File: config.mk
export PLATFORM = sky130hd
export DESIGN_NAME = vga_scan_timer
export DESIGN_NICKNAME = d
export VERILOG_FILES = /design/src/rtl/vga_timing_pkg.sv /design/src/rtl/vga_axis_counter.sv /design/src/rtl/vga_scan_timer.sv
export SDC_FILE = /design/constraint.sdc
export NUM_CORES = 1
export LEC_CHECK = 0
export BUFFER_PORTS_ARGS = -buffer_cell sky130_fd_sc_hd__buf_2
export CAP_MARGIN = 30
export CORE_UTILIZATION = 35
export DETAILED_ROUTE_END_ITERATION = 16
export GPL_TIMING_DRIVEN = 0
export PLACE_DENSITY_LB_ADDON = 0.25
export SLEW_MARGIN = 10
export SYNTH_ARGS = -nofsm -noshare
export SYNTH_HDL_FRONTEND = slang
export SYNTH_SLANG_ARGS = --single-unit
File: constraint.sdc
create_clock -name clk -period 5.27 [get_ports clk]
set_input_delay 1.054 -clock clk [delete_from_list [all_inputs] [get_ports clk]]
set_output_delay 1.054 -clock clk [all_outputs]
set_load 0.02 [all_outputs]
File: src/rtl/vga_timing_pkg.sv
// -----------------------------------------------------------------------------
// vga_timing_pkg
// Shared timing constants and types for the 640x480@60 Hz raster generator.
//   - Default porch/sync/active sizes for both axes and the derived totals.
//   - Coordinate widths expected by the downstream colour generator.
//   - vga_out_t: the registered output bundle driven by vga_scan_timer.
//   - cnt_width(): counter width helper that never returns zero.
// -----------------------------------------------------------------------------
package vga_timing_pkg;

  localparam int unsigned DEF_CLK_DIV  = 2;

  localparam int unsigned DEF_H_ACTIVE = 640;
  localparam int unsigned DEF_H_FP     = 16;
  localparam int unsigned DEF_H_SYNC   = 96;
  localparam int unsigned DEF_H_BP     = 48;

  localparam int unsigned DEF_V_ACTIVE = 480;
  localparam int unsigned DEF_V_FP     = 10;
  localparam int unsigned DEF_V_SYNC   = 2;
  localparam int unsigned DEF_V_BP     = 33;

  localparam int unsigned H_TOTAL = DEF_H_ACTIVE + DEF_H_FP + DEF_H_SYNC + DEF_H_BP;
  localparam int unsigned V_TOTAL = DEF_V_ACTIVE + DEF_V_FP + DEF_V_SYNC + DEF_V_BP;

  localparam int unsigned X_W = 10;
  localparam int unsigned Y_W = 9;

  typedef struct packed {
    logic           blank_n;
    logic           hsync_n;
    logic           vsync_n;
    logic [X_W-1:0] x;
    logic [Y_W-1:0] y;
    logic           line_start;
    logic           frame_start;
  } vga_out_t;

  // Idle picture: blanked, both syncs inactive, no markers.
  localparam vga_out_t VGA_OUT_RESET = '{
    blank_n:     1'b0,
    hsync_n:     1'b1,
    vsync_n:     1'b1,
    x:           '0,
    y:           '0,
    line_start:  1'b0,
    frame_start: 1'b0
  };

  // Width needed to hold 0..n-1; a modulus of 1 still gets a 1-bit register.
  function automatic int unsigned cnt_width(input int unsigned n);
    return (n > 1) ? $clog2(n) : 1;
  endfunction

endpackage

File: src/rtl/vga_axis_counter.sv
// -----------------------------------------------------------------------------
// vga_axis_counter
// Generic wrap-around raster counter for one axis (horizontal or vertical).
// The count runs 0..TOTAL-1 advancing only when i_en is high, then wraps to 0.
// Ports:
//   clk, reset_n : clock, asynchronous active-low reset
//   i_en         : advance strobe
//   o_count      : current position on the axis
//   o_active     : position lies in the visible region
//   o_sync       : position lies inside the sync pulse
//   o_wrap       : position is the last one; the next advance returns to 0
// -----------------------------------------------------------------------------
module vga_axis_counter
  import vga_timing_pkg::*;
#(
  parameter  int unsigned ACTIVE = DEF_H_ACTIVE,
  parameter  int unsigned FP     = DEF_H_FP,
  parameter  int unsigned SYNC   = DEF_H_SYNC,
  parameter  int unsigned BP     = DEF_H_BP,
  localparam int unsigned TOTAL  = ACTIVE + FP + SYNC + BP,
  localparam int unsigned W      = cnt_width(TOTAL)
) (
  input  logic         clk,
  input  logic         reset_n,
  input  logic         i_en,
  output logic [W-1:0] o_count,
  output logic         o_active,
  output logic         o_sync,
  output logic         o_wrap
);

  localparam logic [W-1:0] LAST       = W'(TOTAL - 1);
  localparam logic [W-1:0] ACT_END    = W'(ACTIVE);
  localparam logic [W-1:0] SYNC_FIRST = W'(ACTIVE + FP);
  localparam logic [W-1:0] SYNC_LAST  = W'(ACTIVE + FP + SYNC - 1);

  logic [W-1:0] r_count;
  logic         w_at_last;

  assign w_at_last = (r_count == LAST);

  // Position register: steps once per enable and folds back to 0 after the
  // final back-porch position so the sequence is exactly TOTAL long.
  always_ff @(posedge clk or negedge reset_n) begin
    if (!reset_n) begin
      r_count <= '0;
    end else if (i_en) begin
      r_count <= w_at_last ? '0 : r_count + W'(1);
    end
  end

  // Region decodes are purely combinational on the current position; the
  // parent registers them so their glitches never reach the pins.
  assign o_count  = r_count;
  assign o_active = (r_count < ACT_END);
  assign o_sync   = (r_count >= SYNC_FIRST) && (r_count <= SYNC_LAST);
  assign o_wrap   = w_at_last;

endmodule

File: src/rtl/vga_scan_timer.sv
// -----------------------------------------------------------------------------
// vga_scan_timer
// Raster timing generator for the VGA output path (640x480@60 Hz by default).
// A clock divider produces a pixel strobe; horizontal and vertical counters
// step on it, and sync/blank/coordinates/markers are registered on the same
// strobe, one pixel behind the counters.
// Ports:
//   clk, reset_n : system clock, asynchronous active-low reset
//   pix_en       : one-clk strobe every CLK_DIV clocks (constant 1 if CLK_DIV=1)
//   x, y         : pixel coordinates, forced to 0 while blanked
//   hsync_n      : horizontal sync, active low
//   vsync_n      : vertical sync, active low
//   blank_n      : 1 inside the visible region
//   line_start   : one-pixel pulse at x=0 of each visible line
//   frame_start  : one-pixel pulse at x=0, y=0
// -----------------------------------------------------------------------------
module vga_scan_timer
  import vga_timing_pkg::*;
#(
  parameter int unsigned CLK_DIV  = DEF_CLK_DIV,
  parameter int unsigned H_ACTIVE = DEF_H_ACTIVE,
  parameter int unsigned H_FP     = DEF_H_FP,
  parameter int unsigned H_SYNC   = DEF_H_SYNC,
  parameter int unsigned H_BP     = DEF_H_BP,
  parameter int unsigned V_ACTIVE = DEF_V_ACTIVE,
  parameter int unsigned V_FP     = DEF_V_FP,
  parameter int unsigned V_SYNC   = DEF_V_SYNC,
  parameter int unsigned V_BP     = DEF_V_BP
) (
  input  logic           clk,
  input  logic           reset_n,
  output logic           pix_en,
  output logic [X_W-1:0] x,
  output logic [Y_W-1:0] y,
  output logic           hsync_n,
  output logic           vsync_n,
  output logic           blank_n,
  output logic           line_start,
  output logic           frame_start
);

  localparam int unsigned DIV_W = cnt_width(CLK_DIV);
  localparam int unsigned HW    = cnt_width(H_ACTIVE + H_FP + H_SYNC + H_BP);
  localparam int unsigned VW    = cnt_width(V_ACTIVE + V_FP + V_SYNC + V_BP);

  localparam logic [DIV_W-1:0] DIV_LAST = DIV_W'(CLK_DIV - 1);

  logic [DIV_W-1:0] r_div_cnt;
  logic             w_pix_en;

  logic [HW-1:0]    w_h_count;
  logic             w_h_active;
  logic             w_h_sync;
  logic             w_h_wrap;

  logic [VW-1:0]    w_v_count;
  logic             w_v_active;
  logic             w_v_sync;
  logic             w_v_wrap;

  logic             w_visible;
  vga_out_t         w_out_next;
  vga_out_t         r_out;

  // Pixel divider: counts system clocks within a pixel. With CLK_DIV=1 the
  // register sits at 0, which equals DIV_LAST, so the strobe stays high.
  always_ff @(posedge clk or negedge reset_n) begin
    if (!reset_n) begin
      r_div_cnt <= '0;
    end else begin
      r_div_cnt <= (r_div_cnt == DIV_LAST) ? '0 : r_div_cnt + DIV_W'(1);
    end
  end

  assign w_pix_en = (r_div_cnt == DIV_LAST);

  vga_axis_counter #(
    .ACTIVE (H_ACTIVE),
    .FP     (H_FP),
    .SYNC   (H_SYNC),
    .BP     (H_BP)
  ) u_h_axis (
    .clk      (clk),
    .reset_n  (reset_n),
    .i_en     (w_pix_en),
    .o_count  (w_h_count),
    .o_active (w_h_active),
    .o_sync   (w_h_sync),
    .o_wrap   (w_h_wrap)
  );

  // The vertical axis only moves when the horizontal one is about to fold
  // back to 0, i.e. once per full line.
  vga_axis_counter #(
    .ACTIVE (V_ACTIVE),
    .FP     (V_FP),
    .SYNC   (V_SYNC),
    .BP     (V_BP)
  ) u_v_axis (
    .clk      (clk),
    .reset_n  (reset_n),
    .i_en     (w_pix_en & w_h_wrap),
    .o_count  (w_v_count),
    .o_active (w_v_active),
    .o_sync   (w_v_sync),
    .o_wrap   (w_v_wrap)
  );

  assign w_visible = w_h_active & w_v_active;

  // Next output bundle. Coordinates are zeroed outside the visible area so
  // the narrow y bus never shows an aliased copy of the blanking lines.
  always_comb begin
    w_out_next             = VGA_OUT_RESET;
    w_out_next.blank_n     = w_visible;
    w_out_next.hsync_n     = ~w_h_sync;
    w_out_next.vsync_n     = ~w_v_sync;
    if (w_visible) begin
      w_out_next.x = X_W'(w_h_count);
      w_out_next.y = Y_W'(w_v_count);
    end
    w_out_next.line_start  = (w_h_count == '0) & w_v_active;
    w_out_next.frame_start = (w_h_count == '0) & (w_v_count == '0) & ~w_v_wrap;
  end

  // Output register, loaded once per pixel so every pin holds for a full
  // CLK_DIV clocks and changes together with the others.
  always_ff @(posedge clk or negedge reset_n) begin
    if (!reset_n) begin
      r_out <= VGA_OUT_RESET;
    end else if (w_pix_en) begin
      r_out <= w_out_next;
    end
  end

  assign pix_en      = w_pix_en;
  assign x           = r_out.x;
  assign y           = r_out.y;
  assign hsync_n     = r_out.hsync_n;
  assign vsync_n     = r_out.vsync_n;
  assign blank_n     = r_out.blank_n;
  assign line_start  = r_out.line_start;
  assign frame_start = r_out.frame_start;

endmodule
==> results of run 1 <==
-- logic make-up after synthesis --
group / synth area share
xor gates and xnor gates: 0.0433
adders and majority gates: 0.0309
muxes: 0.00989
and+or+nand+nor: 0.169
AOI/OAI and AO/OA: 0.143
DFF: 0.557
buffers and inverters: 0.0464
-- layout by cell type (no fill, tap or decap), types with 7 or more instances in the layout --
master / netlist / routed
nand2_1: 12 / 12
a22o_1: 18 / 18
xnor2_1: 7 / 7
inv_1: 7 / 7
buf_2: 2 / 28
clkbuf_1: 10 / 11
nand3_1: 11 / 11
nand4_1: 11 / 11
o21ai_0: 7 / 7
dfrtp_1: 43 / 43
-- worst max-delay path: stages, from the launching register on --
cell	delay (ns)
dfrtp_1	0.43
ha_1	0.27
or4b_1	0.45
clkbuf_2	0.17
nor4_1	0.62
nand3_1	0.17
xnor2_1	0.15
-- per-layer routing --
layer / global-route usage / part of all wire / vias to the layer above
met5: 0 / 0 / -
met4: 0.0500 / 0.014 / 0
met3: 0.0209 / 0.023 / 7
met2: 0.224 / 0.44 / 25
met1: 0.216 / 0.52 / 713
li1: - / - / 735
-- cell type report --
cell class,instances,area (sq um),area share
plain buffers,15,67.6,0.0288
clock buffers,6,72.6,0.0309
clock inverters,2,10.0,0.00426
inverters,7,26.3,0.0112
multi-input cells,115,802,0.342
flip-flops and latches,45,1130,0.481
well taps,72,90.1,0.0384
repair buffers,27,150,0.0640
-- synth_stat cells, drive strengths merged, types with 4 or more instances --
| cell | instances | area (sq um) |
|---|---|---|
| a22o | 19 | 168 |
| and3 | 6 | 40.0 |
| buf | 4 | 25.0 |
| clkbuf | 11 | 42.5 |
| dfrtp | 43 | 1080 |
| ha | 5 | 62.6 |
| inv | 7 | 26.3 |
| nand2 | 12 | 45.0 |
| nand3 | 11 | 55.1 |
| nand4 | 11 | 68.8 |
| nor2 | 4 | 15.0 |
| nor4 | 5 | 31.3 |
| o21ai | 7 | 35.0 |
| xnor2 | 7 | 61.3 |
-- metrics by stage --
stage / total power, mW / instance area [sq um] / util
final: 0.559 / 2350 / 0.424
after global routing: 0.581 / 2350 / 0.424
after CTS: 0.564 / 2350 / 0.424
after detailed placement: 0.361 / 2260 / 0.409
after global placement: 0.359 / 2240 / 0.405
after floorplan: 0.352 / 2020 / -
-- registers in the layout, summed over array words and instances (netlist names) --
signal and cells:
x 10, u_h_axis.o_count 10, blank_n 1, line_start 1
y 9, pix_en 1, frame_start 1, vsync_n 1
u_v_axis.o_count 10, hsync_n 1
-- power groups by stage --
stage / logic [mW] / clock network [mW] / registers (mW)
after global routing: 0.00996 / 0.226 / 0.345
after floorplan: 0.000000338 / 0 / 0.352
after detailed placement: 0.00915 / 0 / 0.352
final: 0.00851 / 0.205 / 0.345
after global placement: 0.00735 / 0 / 0.352
after CTS: 0.00915 / 0.210 / 0.345
-- path summary, 6_finish.rpt --
path / to / from / slack [ns]
worst max-delay path: u_v_axis.o_count[7] / u_h_axis.o_count[0] / 2.89
worst min-delay path: blank_n / blank_n / 0.48
worst max register to register: u_v_axis.o_count[7] / u_h_axis.o_count[0] / 2.89
worst min register to register: blank_n / blank_n / 0.48
max in group asynchronous: vsync_n / reset_n / 4.09
min in group asynchronous: u_h_axis.o_count[0] / reset_n / 0.64
==> reports/results.ini, run 1 <==
[outcome]
outcome=finished clean

[grt]
grt_pass1_vias=1399
grt_pass1_wl_mm=7.09
grt_max_degree=34
track_usage=0.148
antenna_found_initial=0
grt_overflow=0

[floorplanning]
row_count=27
ios=27
die_area_sq_um=6090
start_util=0.365
die_w_um=78.1
core-area_sq_um=5540
die_h_um=78.1

[sta]
rsz0062_at_grt=false
hold_slack_ns=0.479
final.setup.tns_ns=0
skew_ns=0.00674
period_share=0.452
period_minus_slack_ns=2.38
worst_pin_slew_ns=0.658
final_hold_viol_count=0
fmax_mhz=420
finalSetupViolations=0
setup_ws_ns=2.89
relSlewSlack=0.557
slew_violations=0

[worst_setup_path]
critPathKind=flop to flop
required_ns=5.44
cp.arrival_ns=2.56
rr_worst_depth=6
cp-end-kind=flop
cp_max_fo=6
start_kind=flop

[cts]
clock-sinks=45
cts_resized=0
clkSlewWorstSetupHoldPaths_ns=0.08
cts_tree=built
clock_path_buffers=2
cts_buffers=5
insertion_delay_ns=0.29
cts_setup_buffers=0
ctsHtreeMaxLevel=2
hold_buffers=0
clock-root-buffer=clkbuf_8

[synth]
synthArstFlopShare=1.00
avgSynthCellArea_sq_um=11.1
ys_ff_latch=45
synth_area_sq_um=2020
yosysWarnings=0
synth-edff-count=0
syn_nets=189
synthCells=182
synth_ff_type=dfrtp_1
yosysUniqueCellTypes=40
ys_seq_area_frac=0.557

[placed_design]
numPortBuffers=26
place.gp.congestion=0.799
place_ws_ns=2.95
dpl.cell_count=281
place_hpwl_mm=3.00

[finish]
fin_cells=289
num_antenna_cells=0
final_net_count=223
syn2layout_area_growth_pct=15.9
n_fill_cell=543
drive_gt1_frac=0.212

[route]
drtIter0Drc=98
drt-total-wl_mm=4.15
first_pass_iters=4
routedWlPerCell_um=14.4
viasPerCell=5.12
drc=0
drtAntennaViolNets=0
vias=1480

[power_and_ir_drop]
cellLeakagePower_nw=1.09
seq_power_share=0.618
vdd_ir_drop_max_mv=0.0865
p_clk_frac=0.367
cellPowerDensity_nw_per_um2=238
p_sw_mw=0.120
internal-power_mw=0.439
p_comb_frac=0.015
swShare=0.215

[run]
maxCapViolations=0

[worst_hold_path]
whs_path_depth=1
hold_class=flop to flop

Power figures use the tool's default switching activity.
==> run 2, diff against run 1 <==
- clock period: 5.27 -> 2.09 ns (I/O delays scaled with it)
==> reports/results.ini, run 2 (synthesized netlist as in run 1, its figures left out) <==
[sta]
setup_ws_ns=0.0540  ; was 2.89 ns
slew_violations=0  ; unchanged
final_hold_viol_count=1  ; was 0
worst_pin_slew_ns=0.467  ; was 0.658 ns
finalSetupViolations=0  ; unchanged
period_share=0.974  ; was 0.452
period_minus_slack_ns=2.04  ; was 2.38 ns
fmax_mhz=491  ; was 420 MHz
skew_ns=0.00934  ; was 0.00674 ns
rsz0062_at_grt=true  ; was false
hold_slack_ns=-0.00123  ; was 0.479 ns
relSlewSlack=0.689  ; was 0.557

[route]
drtAntennaViolNets=0  ; unchanged
drt-total-wl_mm=4.20  ; was 4.15 mm
drc=0  ; unchanged
viasPerCell=5.21  ; was 5.12
first_pass_iters=4  ; unchanged
routedWlPerCell_um=14.4  ; about the same
drtIter0Drc=109  ; was 98
vias=1522  ; was 1,480

[worst_setup_path]
critPathBufInv=0  ; was 1
cp.arrival_ns=2.27  ; was 2.56 ns
path_cells=ha_4 -> or4b_4 -> or3_4 -> or3_1 -> nand3_1  ; was ha_1 -> or4b_1 -> clkbuf_2 -> nor4_1 -> nand3_1 -> xnor2_1
start_kind=flop  ; unchanged
cp_max_fo=6  ; unchanged
cp_top_family=simple AND/OR/NAND/NOR gates  ; unchanged
critPathMaxStageDelay_ns=0.52  ; was 0.62 ns
required_ns=2.33  ; was 5.44 ns
slowest_stage=or4b_4  ; was nor4_1
cp-end-kind=flop  ; unchanged
critPathKind=flop to flop  ; unchanged

[grt]
track_usage=0.150  ; was 0.148
grtUsageMet2=0.227  ; was 0.224
use_met3=0.0209  ; unchanged
grt-busiest-layer=met2  ; unchanged
antenna_found_initial=0  ; unchanged
grt_pass1_wl_mm=7.20  ; was 7.09 mm
grt_pass1_vias=1419  ; was 1,399
grtUsageMet1=0.219  ; was 0.216
grt_max_degree=34  ; unchanged
grt_overflow=0  ; unchanged

[placed_design]
numPortBuffers=26  ; unchanged
place_ws_ns=-0.231  ; was 2.95 ns
place.gp.congestion=0.799  ; unchanged
place_hpwl_mm=3.00  ; unchanged

[worst_hold_path]
hold_class=input port to asynchronous set/reset pin  ; was flop to flop

[cts]
clkSlewWorstSetupHoldPaths_ns=0.09  ; was 0.08 ns
cts_buffers=5  ; unchanged
hold_buffers=0  ; unchanged
ctsHtreeMaxLevel=2  ; unchanged
cts_tree=built  ; unchanged
clock_path_buffers=2  ; unchanged
clock-root-buffer=clkbuf_8  ; unchanged
insertion_delay_ns=0.30  ; was 0.29 ns
clock-sinks=45  ; unchanged

[finish]
regArea_sq_um=1130  ; about the same
multi_input_area_sq_um=831  ; was 802 sq um
final_cell_mix=42 x dfrtp_1, 27 x buf_2, 18 x a22o_1  ; was 43 x dfrtp_1, 28 x buf_2, 18 x a22o_1
final_net_count=226  ; was 223
final_common_cell=dfrtp_1  ; unchanged
syn2layout_area_growth_pct=18.8  ; was 15.9%
n_fill_cell=536  ; was 543
drive_gt1_frac=0.241  ; was 0.212
num_antenna_cells=0  ; unchanged

[floorplanning]
row_count=27  ; unchanged
ios=27  ; unchanged
die_h_um=78.1  ; unchanged
core-area_sq_um=5540  ; unchanged
start_util=0.365  ; unchanged
die_w_um=78.1  ; unchanged
die_area_sq_um=6090  ; unchanged

[run]
maxCapViolations=0  ; unchanged

[power_and_ir_drop]
total_power_mw=1.41  ; was 0.559 mW
cellPowerDensity_nw_per_um2=586  ; was 238 nW/um^2
vdd_ir_drop_max_mv=0.223  ; was 0.0865 mV
cellLeakagePower_nw=1.13  ; was 1.09 nW

[outcome]
outcome=finished, violations left  ; was finished clean
violations=hold timing

[run 2: final timing paths]
check / cells after the start / endpoint / slack (ns) / startpoint
worst min-delay path: 1 / u_h_axis.o_count[0] / -0.001 / reset_n
min in group clk: 1 / blank_n / 0.48 / blank_n
max in group asynchronous: 2 / vsync_n / 1.54 / reset_n
worst max-delay path: 5 / u_v_axis.o_count[3] / 0.05 / u_h_axis.o_count[0]
worst min register to register: 1 / blank_n / 0.48 / blank_n
worst max register to register: 5 / u_v_axis.o_count[3] / 0.05 / u_h_axis.o_count[0]
[run 2: power by group]
part	leakage (nW)	internal, mW	switching, mW
sequential	0.582	0.870	0
clock	0.0450	0.232	0.287
combinational	0.500	0.00445	0.0170
total	1.13	1.11	0.304
[run 2: worst register-to-register path: stages (launching register included)]
cell and delay, ns:
dfrtp_1 0.42, ha_4 0.18, or4b_4 0.52, or3_4 0.42, or3_1 0.36, nand3_1 0.08
[run 2: layout make-up]
class	count	share of cell area
well taps	72	0.0375
plain buffers	13	0.0239
clock buffers	6	0.0302
clock inverters	2	0.00416
multi-input cells	115	0.345
repair buffers	32	0.0780
inverters	7	0.0109
flip-flops and latches	45	0.470
[run 2: per-stage QoR]
step           setup TNS, ns  hold WS, ns  cell area (sq um)  std cells   util
2_1_floorplan              0        0.122               2020        182      -
3_3_place_gp          -0.778        0.465               2240        280  0.405
3_5_place_dp          -0.722        0.329               2260        281  0.409
4_1_cts                    0      0.00815               2390        290  0.432
5_1_grt              -0.0256       0.0147               2400        292  0.434
6_report                   0     -0.00123               2400        292  0.434
[run 2: repair_timing]
action                     in CTS  in global routing
setup endpoints to repair       9                  6
setup buffers                   2                  3
pin swaps                       1                  1
gates resized for setup         6                  2
[run 2: per-layer routing]
metal | vias up | wire, um
li1 | 742 | -
met1 | 743 | 2120
met2 | 31 | 1920
met3 | 6 | 113
met4 | 0 | 57
met5 | - | 0
==> run 3, diff against run 2 <==
- ABC_AREA: default -> 1
==> reports/results.ini, run 3 <==
[outcome]
outcome=finished, violations left  ; unchanged
violations=DRC  ; was hold timing

[route]
drtAntennaViolNets=0  ; unchanged
vias=1916  ; was 1,522
viasPerCell=4.80  ; was 5.21
first_pass_iters=10  ; was 4
drt-total-wl_mm=5.01  ; was 4.20 mm
drtIter0Drc=98  ; was 109
routedWlPerCell_um=12.6  ; was 14.4 um
drc=4  ; was 0

[worst_setup_path]
required_ns=2.27  ; was 2.33 ns
cp.arrival_ns=1.74  ; was 2.27 ns
cp-end-kind=flop  ; unchanged
cp_max_fo=6  ; unchanged
critPathKind=flop to flop  ; unchanged
start_kind=flop  ; unchanged

[cts]
cts_setup_buffers=0  ; was 2
clkSlewWorstSetupHoldPaths_ns=0.08  ; was 0.09 ns
insertion_delay_ns=0.30  ; about the same
hold_buffers=0  ; unchanged
cts_resized=0  ; was 6
clock_path_buffers=2  ; unchanged
clock-root-buffer=clkbuf_8  ; unchanged
cts_buffers=5  ; unchanged
clock-sinks=45  ; unchanged
ctsHtreeMaxLevel=2  ; unchanged
cts_tree=built  ; unchanged

[sta]
worst_pin_slew_ns=0.459  ; was 0.467 ns
final_hold_viol_count=0  ; was 1
relSlewSlack=0.694  ; was 0.689
final.setup.tns_ns=0  ; unchanged
fmax_mhz=642  ; was 491 MHz
setup_ws_ns=0.532  ; was 0.0540 ns
period_share=0.745  ; was 0.974
period_minus_slack_ns=1.56  ; was 2.04 ns
slew_violations=0  ; unchanged
skew_ns=0.00664  ; was 0.00934 ns
rsz0062_at_grt=false  ; was true
finalSetupViolations=0  ; unchanged

[grt]
grt_overflow=0  ; unchanged
grt_max_degree=30  ; was 34
track_usage=0.159  ; was 0.150
grt_pass1_wl_mm=8.85  ; was 7.20 mm
antenna_found_initial=0  ; unchanged
grt_pass1_vias=1854  ; was 1,419

[finish]
final_cell_mix=82 x nand2_1, 43 x dfrtp_1, 35 x nand3_1  ; was 42 x dfrtp_1, 27 x buf_2, 18 x a22o_1
num_antenna_cells=0  ; unchanged
syn2layout_area_growth_pct=14.9  ; was 18.8%
drive_gt1_frac=0.193  ; was 0.241
final_net_count=329  ; was 226
final_common_cell=nand2_1  ; was dfrtp_1

[synth]
ys_ff_latch=45  ; unchanged
yosysTopAreaCell=dfrtp_1  ; unchanged
synth_area_sq_um=2340  ; was 2020 sq um
yosysWarnings=0  ; unchanged
ys_seq_area_frac=0.481  ; was 0.557
synth-compound-area-share=0.0427  ; was 0.143
yosysUniqueCellTypes=30  ; was 40
synth-edff-count=0  ; unchanged
synthTopCellsByArea=dfrtp_1 46%, nand2_1 13%, nand3_1 7.5%, inv_1 4.2%, nor2_1 3.8%  ; was dfrtp_1 53%, a22o_1 7.8%, nand4_1 3.4%, ha_1 3.1%, xnor2_1 3.0%
avgSynthCellArea_sq_um=8.14  ; was 11.1 sq um
synth.top_cell.area_share=0.459  ; was 0.532
yosysMostFrequentCell=nand2_1  ; was dfrtp_1
synthArstFlopShare=1.00  ; unchanged
synth_common_cells=82 x nand2_1, 43 x dfrtp_1, 35 x nand3_1  ; was 43 x dfrtp_1, 18 x a22o_1, 12 x nand2_1
synth_xor_xnor_area_share=0.0336  ; was 0.0433
synthSimpleGateAreaFrac=0.320  ; was 0.169
synthCells=288  ; was 182
synthAdderAreaFrac=0.0267  ; was 0.0309
synth_top_family_by_area=simple AND/OR/NAND/NOR gates  ; unchanged
synth_ff_type=dfrtp_1  ; unchanged
syn_nets=295  ; was 189
synthMuxAreaShare=0  ; was 0.00989

[floorplanning]
row_count=29  ; was 27
die_w_um=83.9  ; was 78.1 um
die_area_sq_um=7030  ; was 6090 sq um
core-area_sq_um=6420  ; was 5540 sq um
ios=27  ; unchanged
die_h_um=83.9  ; was 78.1 um
start_util=0.365  ; about the same

[power_and_ir_drop]
cellLeakagePower_nw=1.38  ; was 1.13 nW
cellPowerDensity_nw_per_um2=568  ; was 586 nW/um^2
total_power_mw=1.53  ; was 1.41 mW
vdd_ir_drop_max_mv=0.290  ; was 0.223 mV

[placed_design]
place.gp.congestion=0.868  ; was 0.799
place_ws_ns=0.550  ; was -0.231 ns
numPortBuffers=26  ; unchanged
place_hpwl_mm=3.68  ; was 3.00 mm

[run]
maxCapViolations=0  ; unchanged

[worst_hold_path]
hold_class=input port to asynchronous set/reset pin  ; unchanged

[run 3: kinds of logic (layout without fill, tap and decap cells)]
family / Yosys count / count (layout)
buffers and inverters: 45 / 79
adder cells (fa/ha/maj): 5 / 5
flip-flops: 45 / 45
AO/OA/AOI/OAI: 19 / 19
AND/OR/NAND/NOR: 165 / 165
XOR/XNOR: 9 / 9
[run 3: area by class of cell]
| type | instances | area [sq um] |
|---|---|---|
| sequential | 45 | 1130 |
| multi-input combinational | 198 | 992 |
| buffer | 13 | 97.6 |
| clock buffer | 5 | 68.8 |
| fill | 674 | 3730 |
| inverter | 32 | 126 |
| clock inverter | 2 | 35.0 |
| timing repair buffer | 27 | 150 |
| tap | 77 | 96.3 |
[run 3: stage by stage]
| step | hold WS [ns] | instance area [sq um] | instances | utilization |
|---|---|---|---|---|
| 2_1_floorplan | 0.122 | 2340 | 288 | - |
| 3_3_place_gp | 0.459 | 2570 | 391 | 0.400 |
| 3_5_place_dp | 0.376 | 2590 | 392 | 0.403 |
| 4_1_cts | 0.0445 | 2700 | 399 | 0.420 |
| 5_1_grt | 0.0590 | 2700 | 399 | 0.420 |
| 6_report | 0.0397 | 2700 | 399 | 0.420 |
[run 3: power breakdown]
part	switching [mW]	leakage, nW	internal (mW)	total [mW]
Sequential	0	0.584	0.870	0.870
Combinational	0.0167	0.746	0.00441	0.0211
Clock	0.291	0.0540	0.348	0.639
[run 3: worst max-delay path: stages, from the launching register on]
cell     delay [ns]
dfrtp_1        0.44
inv_1          0.14
ha_1           0.17
inv_1          0.04
nor2_1         0.11
nand4_1        0.28
nand3_1        0.17
o21ai_0        0.09
[run 3: path summary, 6_finish.rpt]
check                                    start                   to  slack [ns]  depth (start not counted)
setup reg to reg           u_v_axis.o_count[0]  u_v_axis.o_count[1]        0.53                          7
min in group clk                          x[6]                 x[6]        0.48                          2
max in group asynchronous              reset_n              hsync_n        1.50                          2
hold / removal                         reset_n  u_h_axis.o_count[5]        0.04                          1
setup / recovery           u_v_axis.o_count[0]  u_v_axis.o_count[1]        0.53                          7
hold reg to reg                           x[6]                 x[6]        0.48                          2
[run 3: layer usage]
metal / GRT usage / wire length, um / vias to the layer above
li1: - / - / 977
met1: 0.209 / 2370 / 887
met2: 0.257 / 2360 / 41
met3: 0.0435 / 208 / 11
met4: 0.0455 / 75 / 0
met5: 0 / 0 / -
